`src/rtl/mpmc10_rd_line_assembler.sv`:
```
// Read-side companion to the mpmc10 address generator: counts accepted read
// commands and assembles the returned strips into one cache line for the read cache.
package mpmc10_pkg;
   typedef enum logic [3:0] {
      ST_IDLE    = 4'd0,
      PRESET1    = 4'd1,
      PRESET2    = 4'd2,
      PRESET3    = 4'd3,
      READ_DATA0 = 4'd4,
      READ_DATA1 = 4'd5,
      READ_DATA2 = 4'd6,
      WRITE_DATA = 4'd7,
      WAIT_NACK  = 4'd8
   } mpmc10_state_t;
endpackage

module mpmc10_rd_line_assembler
   import mpmc10_pkg::*;
#(
   parameter int WID     = 128,
   parameter int NSTRIPS = 4
) (
   input  logic                   clk,
   input  logic                   rst,
   input  mpmc10_state_t          state,
   input  logic                   rdy,
   input  logic [5:0]             num_strips,
   input  logic                   rd_data_valid,
   input  logic [WID-1:0]         rd_data,
   input  logic                   line_ack,
   output logic [5:0]             req_strip_cnt,
   output logic [5:0]             resp_strip_cnt,
   output logic [NSTRIPS*WID-1:0] line,
   output logic                   line_valid,
   output logic                   busy,
   output logic                   overflow
);

   typedef enum logic [1:0] {
      S_IDLE    = 2'd0,
      S_COLLECT = 2'd1,
      S_HOLD    = 2'd2
   } fsm_t;

   fsm_t                   fsm_q;
   logic [5:0]             nstr_q;
   logic [5:0]             req_q;
   logic [5:0]             resp_q;
   logic [NSTRIPS*WID-1:0] line_q;
   logic                   valid_q;
   logic                   busy_q;
   logic                   ovf_q;

   // Burst FSM, request/response counters and line storage.
   always_ff @(posedge clk) begin
      if (rst) begin
         fsm_q   <= S_IDLE;
         nstr_q  <= 6'd0;
         req_q   <= 6'd0;
         resp_q  <= 6'd0;
         line_q  <= '0;
         valid_q <= 1'b0;
         busy_q  <= 1'b0;
         ovf_q   <= 1'b0;
      end else if (state == PRESET2) begin
         // New burst: line contents are kept, beats this cycle are discarded.
         fsm_q   <= S_COLLECT;
         nstr_q  <= num_strips;
         req_q   <= 6'd0;
         resp_q  <= 6'd0;
         valid_q <= 1'b0;
         busy_q  <= 1'b1;
         ovf_q   <= 1'b0;
      end else begin
         if (state == READ_DATA1 && rdy && req_q != nstr_q) begin
            req_q <= req_q + 6'd1;
         end
         case (fsm_q)
            S_COLLECT: begin
               if (rd_data_valid) begin
                  for (int i = 0; i < NSTRIPS; i++) begin
                     if (resp_q == 6'(i)) begin
                        line_q[i*WID +: WID] <= rd_data;
                     end
                  end
                  if (resp_q == nstr_q) begin
                     valid_q <= 1'b1;
                     fsm_q   <= S_HOLD;
                  end else begin
                     resp_q <= resp_q + 6'd1;
                  end
               end
            end
            S_HOLD: begin
               if (rd_data_valid) begin
                  ovf_q <= 1'b1;
               end
               if (line_ack) begin
                  valid_q <= 1'b0;
                  fsm_q   <= S_IDLE;
                  busy_q  <= 1'b0;
               end
            end
            S_IDLE: begin
               if (rd_data_valid) begin
                  ovf_q <= 1'b1;
               end
            end
            default: begin
               fsm_q  <= S_IDLE;
               busy_q <= 1'b0;
            end
         endcase
      end
   end

   assign req_strip_cnt  = req_q;
   assign resp_strip_cnt = resp_q;
   assign line           = line_q;
   assign line_valid     = valid_q;
   assign busy           = busy_q;
   assign overflow       = ovf_q;

endmodule

```
`config.mk`:
```
export PLATFORM = sky130hd
export DESIGN_NAME = mpmc10_rd_line_assembler
export DESIGN_NICKNAME = d
export VERILOG_FILES = /design/src/rtl/mpmc10_rd_line_assembler.sv
export SDC_FILE = /design/constraint.sdc
export NUM_CORES = 1
export LEC_CHECK = 0
export CORE_AREA = 2 2 258 260
export CTS_CLUSTER_DIAMETER = 80
export DETAILED_ROUTE_END_ITERATION = 16
export DIE_AREA = 0 0 260 262
export DONT_BUFFER_PORTS = 1
export SETUP_SLACK_MARGIN = 0.5
export SYNTH_ARGS = -nofsm -noshare
export SYNTH_HDL_FRONTEND = slang
export SYNTH_SLANG_ARGS = --single-unit
```
`constraint.sdc`:
```
create_clock -name clk -period 3.45 [get_ports clk]
set_input_delay 0.69 -clock clk [delete_from_list [all_inputs] [get_ports clk]]
set_output_delay 0.69 -clock clk [all_outputs]
set_load 0.01 [all_outputs]
```
== Word level (Yosys, flattened, before mapping) ==
Cells that the tools add are included.

* Output and inout bits: 527
* Logic and storage cells: 63
* Bits in registers: 535
* Bits of input ports: 143

* Bitwise logic cells: 3
* $add $sub $neg: 2
* Muxes and demuxes: 11
* Equality and inequality tests: 17
* Reductions and logical operators: 18

{| class="wikitable"
|+ Operators with widths
! cell !! number
|-
| $reduce_and A4 Y1 || 7
|-
| $add A6 B1 Y6 const B || 2
|-
| $eq A6 B2 Y1 const B || 2
|-
| $ne A3 B3 Y1 const B || 3
|-
| $ne A2 B2 Y1 const B || 4
|-
| $eq A6 B1 Y1 const B || 1
|-
| $eq A6 B6 Y1 || 1
|-
| $logic_not A6 Y1 || 1
|-
| $mux W2 || 3
|-
| $ne A6 B6 Y1 || 1
|-
| $pmux W2 S3 || 1
|-
| $reduce_or A2 Y1 || 3
|-
| $mux W1 || 5
|-
| $eq A4 B2 Y1 const B || 1
|-
| $eq A4 B3 Y1 const B || 1
|-
| $pmux W1 S2 || 2
|-
| $reduce_and A2 Y1 || 2
|-
| $not A1 Y1 || 3
|-
| $reduce_and A3 Y1 || 1
|-
| $eq A2 B1 Y1 const B || 1
|-
| $eq A2 B2 Y1 const B || 1
|-
| $logic_and A1 B1 Y1 || 2
|-
| $logic_not A2 Y1 || 1
|-
| $ne A2 B1 Y1 const B || 1
|-
| $reduce_bool A2 Y1 || 1
|}

== Longest topological paths before layout ==
* Word-level depth: 5
* Gate-level depth with buffers: 8
* Mapped depth without buffers: 5

== Least setup slack after synthesis ==
No wires, ideal clock.

* Path type: input to register
* From: input port state[0]
* To: register line_q[57] (netlist: line[57])
* Path slack: 1.295 ns
* Setup time: 0.146 ns
* Path buffers: 3
* Data arrival time: 2.009 ns
* Data required time: 3.304 ns
* Cell stages on the path: 7
* Cell sequence: or4b_1 clkbuf_2 and4_2 buf_2 buf_2 nand2_1 a21oi_1

* Word-level cells in the longest chain between the ends: 3

{| class="wikitable"
|+ Ends and longest elaborated chain
! element !! RTL line !! text
|-
| from (decl) || 25 || <nowiki>input mpmc10_state_t state,</nowiki>
|-
| $eq A4 B2 Y1 || 65 || <nowiki>end else if (state == PRESET2) begin</nowiki>
|-
| $not A1 Y1 (no source line) || -- ||
|-
| $reduce_and A4 Y1 (no source line) || -- ||
|-
| to (signal, indexed assignment) || 83 || <nowiki>line_q[i*WID +: WID] <= rd_data;</nowiki>
|-
| to (decl) || 49 || <nowiki>logic [NSTRIPS*WID-1:0] line_q;</nowiki>
|}

No other way between the ends.
A chain may end at the register's enable or synchronous reset.

== Worst setup path after layout ==
* From: input port rst
* To: register line_q[495] (netlist: line[495])

{| class="wikitable"
|+ RTL lines
! element !! RTL line !! text
|-
| from (decl) || 24 || <nowiki>input logic rst,</nowiki>
|}

No word-level cell between the ends.

==> impl_metrics.tcl <==
set metrics [dict create \
    cts_tree "built" \
    syn_inst 2374 \
    path_cells "a21oi_1" \
    fin_skew_ps 13.2 \
    synth_area_leaders "dfxtp_1 (55%), nand2_1 (20%), a21oi_1 (13%), buf_12 (2.1%), a21oi_2 (1.8%)" \
    clk_pin_slew_ps 60 \
    vias 15700 \
    final_cells 3202 \
    avgViaCountPerCell 4.91 \
    worst_slew_pin_slew_ps 3460 \
    yosysTopAreaCell "dfxtp_1" \
    slowest_delay_ps 820 \
    io_pins 670 \
    pwr_density_cell_mw_per_mm2 580 \
    r2r_slack_ps 980 \
    status "finished with violations" \
    nets 2441 \
    drtPass1Iterations 5 \
    ys_seq_elements 535 \
    dieArea_mm2 0.0681 \
    antenna_cells 0 \
    grt_first_pass_wirelength_mm 96.5 \
    slowest_stage "a21oi_1" \
    period_needed_ps 2680 \
    cts_hold_buf 0 \
    drtAntennaViolNets 0 \
    track_usage_pct 18.5 \
    yosysWarnings 0 \
    grt_pass1_vias 14400 \
    yosysTopAreaCellShare_pct 55.4 \
    ys_types 36 \
    drt_first_iter_violations 1272 \
    crit_type "primary input to register" \
    syn_to_final_growth_pct 11.6 \
    cts_repair_resize_count 0 \
    grt-ovfl-total 0 \
    p_comb_share_pct 0.7 \
    num_rows 94 \
    slew_viol_final 402 \
    fillers 6839 \
    core_mm2 0.0653 \
    syn_area_per_cell_um2 8.15 \
    crit_path_max_fanout 529 \
    power_w 0.0125 \
    hold_violations 0 \
    fmax_mhz 374 \
    wire_per_inst_um 21.1 \
    cts_setup_buffers 0 \
    cts_sinks 535 \
    drive_gt1_share_pct 7.70 \
    place_hpwl_mm 46.0 \
    finalWeightedCongestion 0.787 \
    htree_num_levels 2 \
    crit_buf_inv 0 \
    initial_utilization_pct 29.6 \
    seq_area_frac_synth_pct 55.4 \
    slew_headroom_pct -131 \
    die_h_um 262 \
    worstSetupStartpointType "primary input" \
    intPower_w 0.00989 \
    fin_crit_sh_pct 77.5 \
    hold-worst-slack_ps 158 \
    antenna_found_initial 1 \
    synth_fp_nets 2522 \
    cts_root_buffer "clkbuf_16" \
    maxCapViolCount 0 \
    syn_area_mm2 0.0193 \
    end_kind "register" \
    dp.cells 3098 \
    power_frac_seq_pct 49.7 \
    worst_slack_ps 775 \
    crit_arrival_ps 3110 \
    net-switching-power_w 0.00263 \
    cts_buffer_depth 3 \
    violations "max-slew violations" \
    swShare_pct 21.0 \
    critPathRequiredTime_ps 3880 \
    fin_tns_setup_ps 0 \
    p_clk_share_pct 49.6 \
    peakVddDrop_uv 321 \
    die_x_um 260 \
    port_buffers 0 \
    p_leak_nw 6.82 \
    pre_cts_slack_ps 674 \
    path_delay_family "compound AO/OA/AOI/OAI gates" \
    grt_max_degree 530 \
    cts_buffers 57 \
    clkLatencyLatePin_ps 590 \
    drt-total-wl_mm 67.6 \
    route.detailed.drc 0 \
    setup_viol 0 \
    min_path_type "primary input to register" \
    grt_setup_unrepaired "no" \
]
==> metrics by stage <==
stage                     utilization [%]  instance area, um2
after floorplan                         -               19300
after global placement               30.1               19700
after detailed placement             30.1               19700
after CTS                            33.1               21600
after global routing                 33.1               21600
final                                33.1               21600
==> power groups by stage <==
| stage | Combinational [W] | Clock (W) | Sequential, W |
|---|---|---|---|
| after floorplan | 0.000157 | 0 | 0.00635 |
| after global placement | 0.0000854 | 0 | 0.00636 |
| after detailed placement | 0.0000870 | 0 | 0.00636 |
| after CTS | 0.0000871 | 0.00636 | 0.00622 |
| after global routing | 0.0000962 | 0.00662 | 0.00622 |
| final | 0.0000898 | 0.00621 | 0.00622 |
==> sequential cells by signal (all words and copies together) (netlist names) <==
register,count
overflow,1
busy,1
resp_strip_cnt,6
fsm_q,2
line,512
nstr_q,6
line_valid,1
req_strip_cnt,6
==> final timing paths <==
path / startpoint / end / depth (start not counted)
setup reg to reg: resp_strip_cnt[1]$_SDFFE_PP0P_ / line[330]$_SDFFE_PP0P_ / 5
hold / removal: rst / line[114]$_SDFFE_PP0P_ / 1
hold reg to reg: line[424]$_SDFFE_PP0P_ / line[424]$_SDFFE_PP0P_ / 2
setup / recovery: rst / line[495]$_SDFFE_PP0P_ / 1
==> layout by cell type, fill, tap and decap left out, types with 2 or more instances in the layout <==
master,synthesis,layout
xor2_1,12,12
nand3_1,6,6
clkbuf_1,59,9
nor2_1,5,5
clkbuf_16,0,59
mux2i_1,11,11
dfxtp_1,535,535
clkbuf_8,0,11
a211oi_1,2,2
a21oi_2,40,40
clkinv_2,0,13
inv_1,5,5
bufinv_16,0,4
ha_1,5,5
and4_4,0,4
clkinvlp_4,0,3
nand2_1,1056,1056
nand4_1,5,5
or3_1,7,7
o21ai_0,2,2
inv_6,0,3
nand4_4,0,2
a21oi_1,489,489
buf_12,20,14
clkinv_4,0,2
buf_4,24,21
nor4_4,2,2
==> cell type report <==
class	instances	area (um2)	area share [%]
clock buffers	79	1660	7.70
clock inverters	25	251	1.17
inverters	5	18.8	0.0870
multi-input cells	1659	7420	34.4
flip-flops and latches	535	10700	49.6
well taps	864	1080	5.01
repair buffers	35	438	2.03
==> cell families (layout without fill, tap and decap cells) <==
| group | Yosys count | count (layout) | synth area share [%] |
|---|---|---|---|
| compound gates | 537 | 537 | 14.8 |
| fa+ha+maj | 5 | 5 | 0.323 |
| mux | 11 | 11 | 0.569 |
| simple gates | 1094 | 1094 | 22.0 |
| buf+inv | 180 | 144 | 6.43 |
| xor+xnor | 12 | 12 | 0.543 |
| flops | 535 | 535 | 55.4 |
==> per-layer routing <==
| metal | vias up | GRT usage (%) | wire [um] |
|---|---|---|---|
| met5 | - | 0 | 0 |
| li1 | 7487 | - | - |
| met3 | 86 | 8.40 | 8350 |
| met1 | 7439 | 21.4 | 25400 |
| met4 | 0 | 4.96 | 1480 |
| met2 | 706 | 30.7 | 32300 |
==> cells in the mapped netlist <==
cell type / count
nand2_1: 1056
dfxtp_1: 535
a21oi_1: 489
buf_2: 61
clkbuf_1: 59
a21oi_2: 40
buf_4: 24
buf_12: 20
xor2_1: 12
mux2i_1: 11
buf_6: 7
or3_1: 7
nand3_1: 6
ha_1: 5
inv_1: 5
nand4_1: 5
nor2_1: 5
and4_2: 4
a211oi_1: 2
buf_8: 2
nand4_2: 2
nor4_4: 2
o21ai_0: 2
a2111o_1: 1
a2111oi_0: 1
a21boi_0: 1
a311o_1: 1
and3_1: 1
and3b_1: 1
and4bb_2: 1
buf_1: 1
clkbuf_2: 1
nor4_1: 1
nor4b_1: 1
or2b_1: 1
or4b_1: 1
No activity file was read; power rests on OpenSTA's default activity.
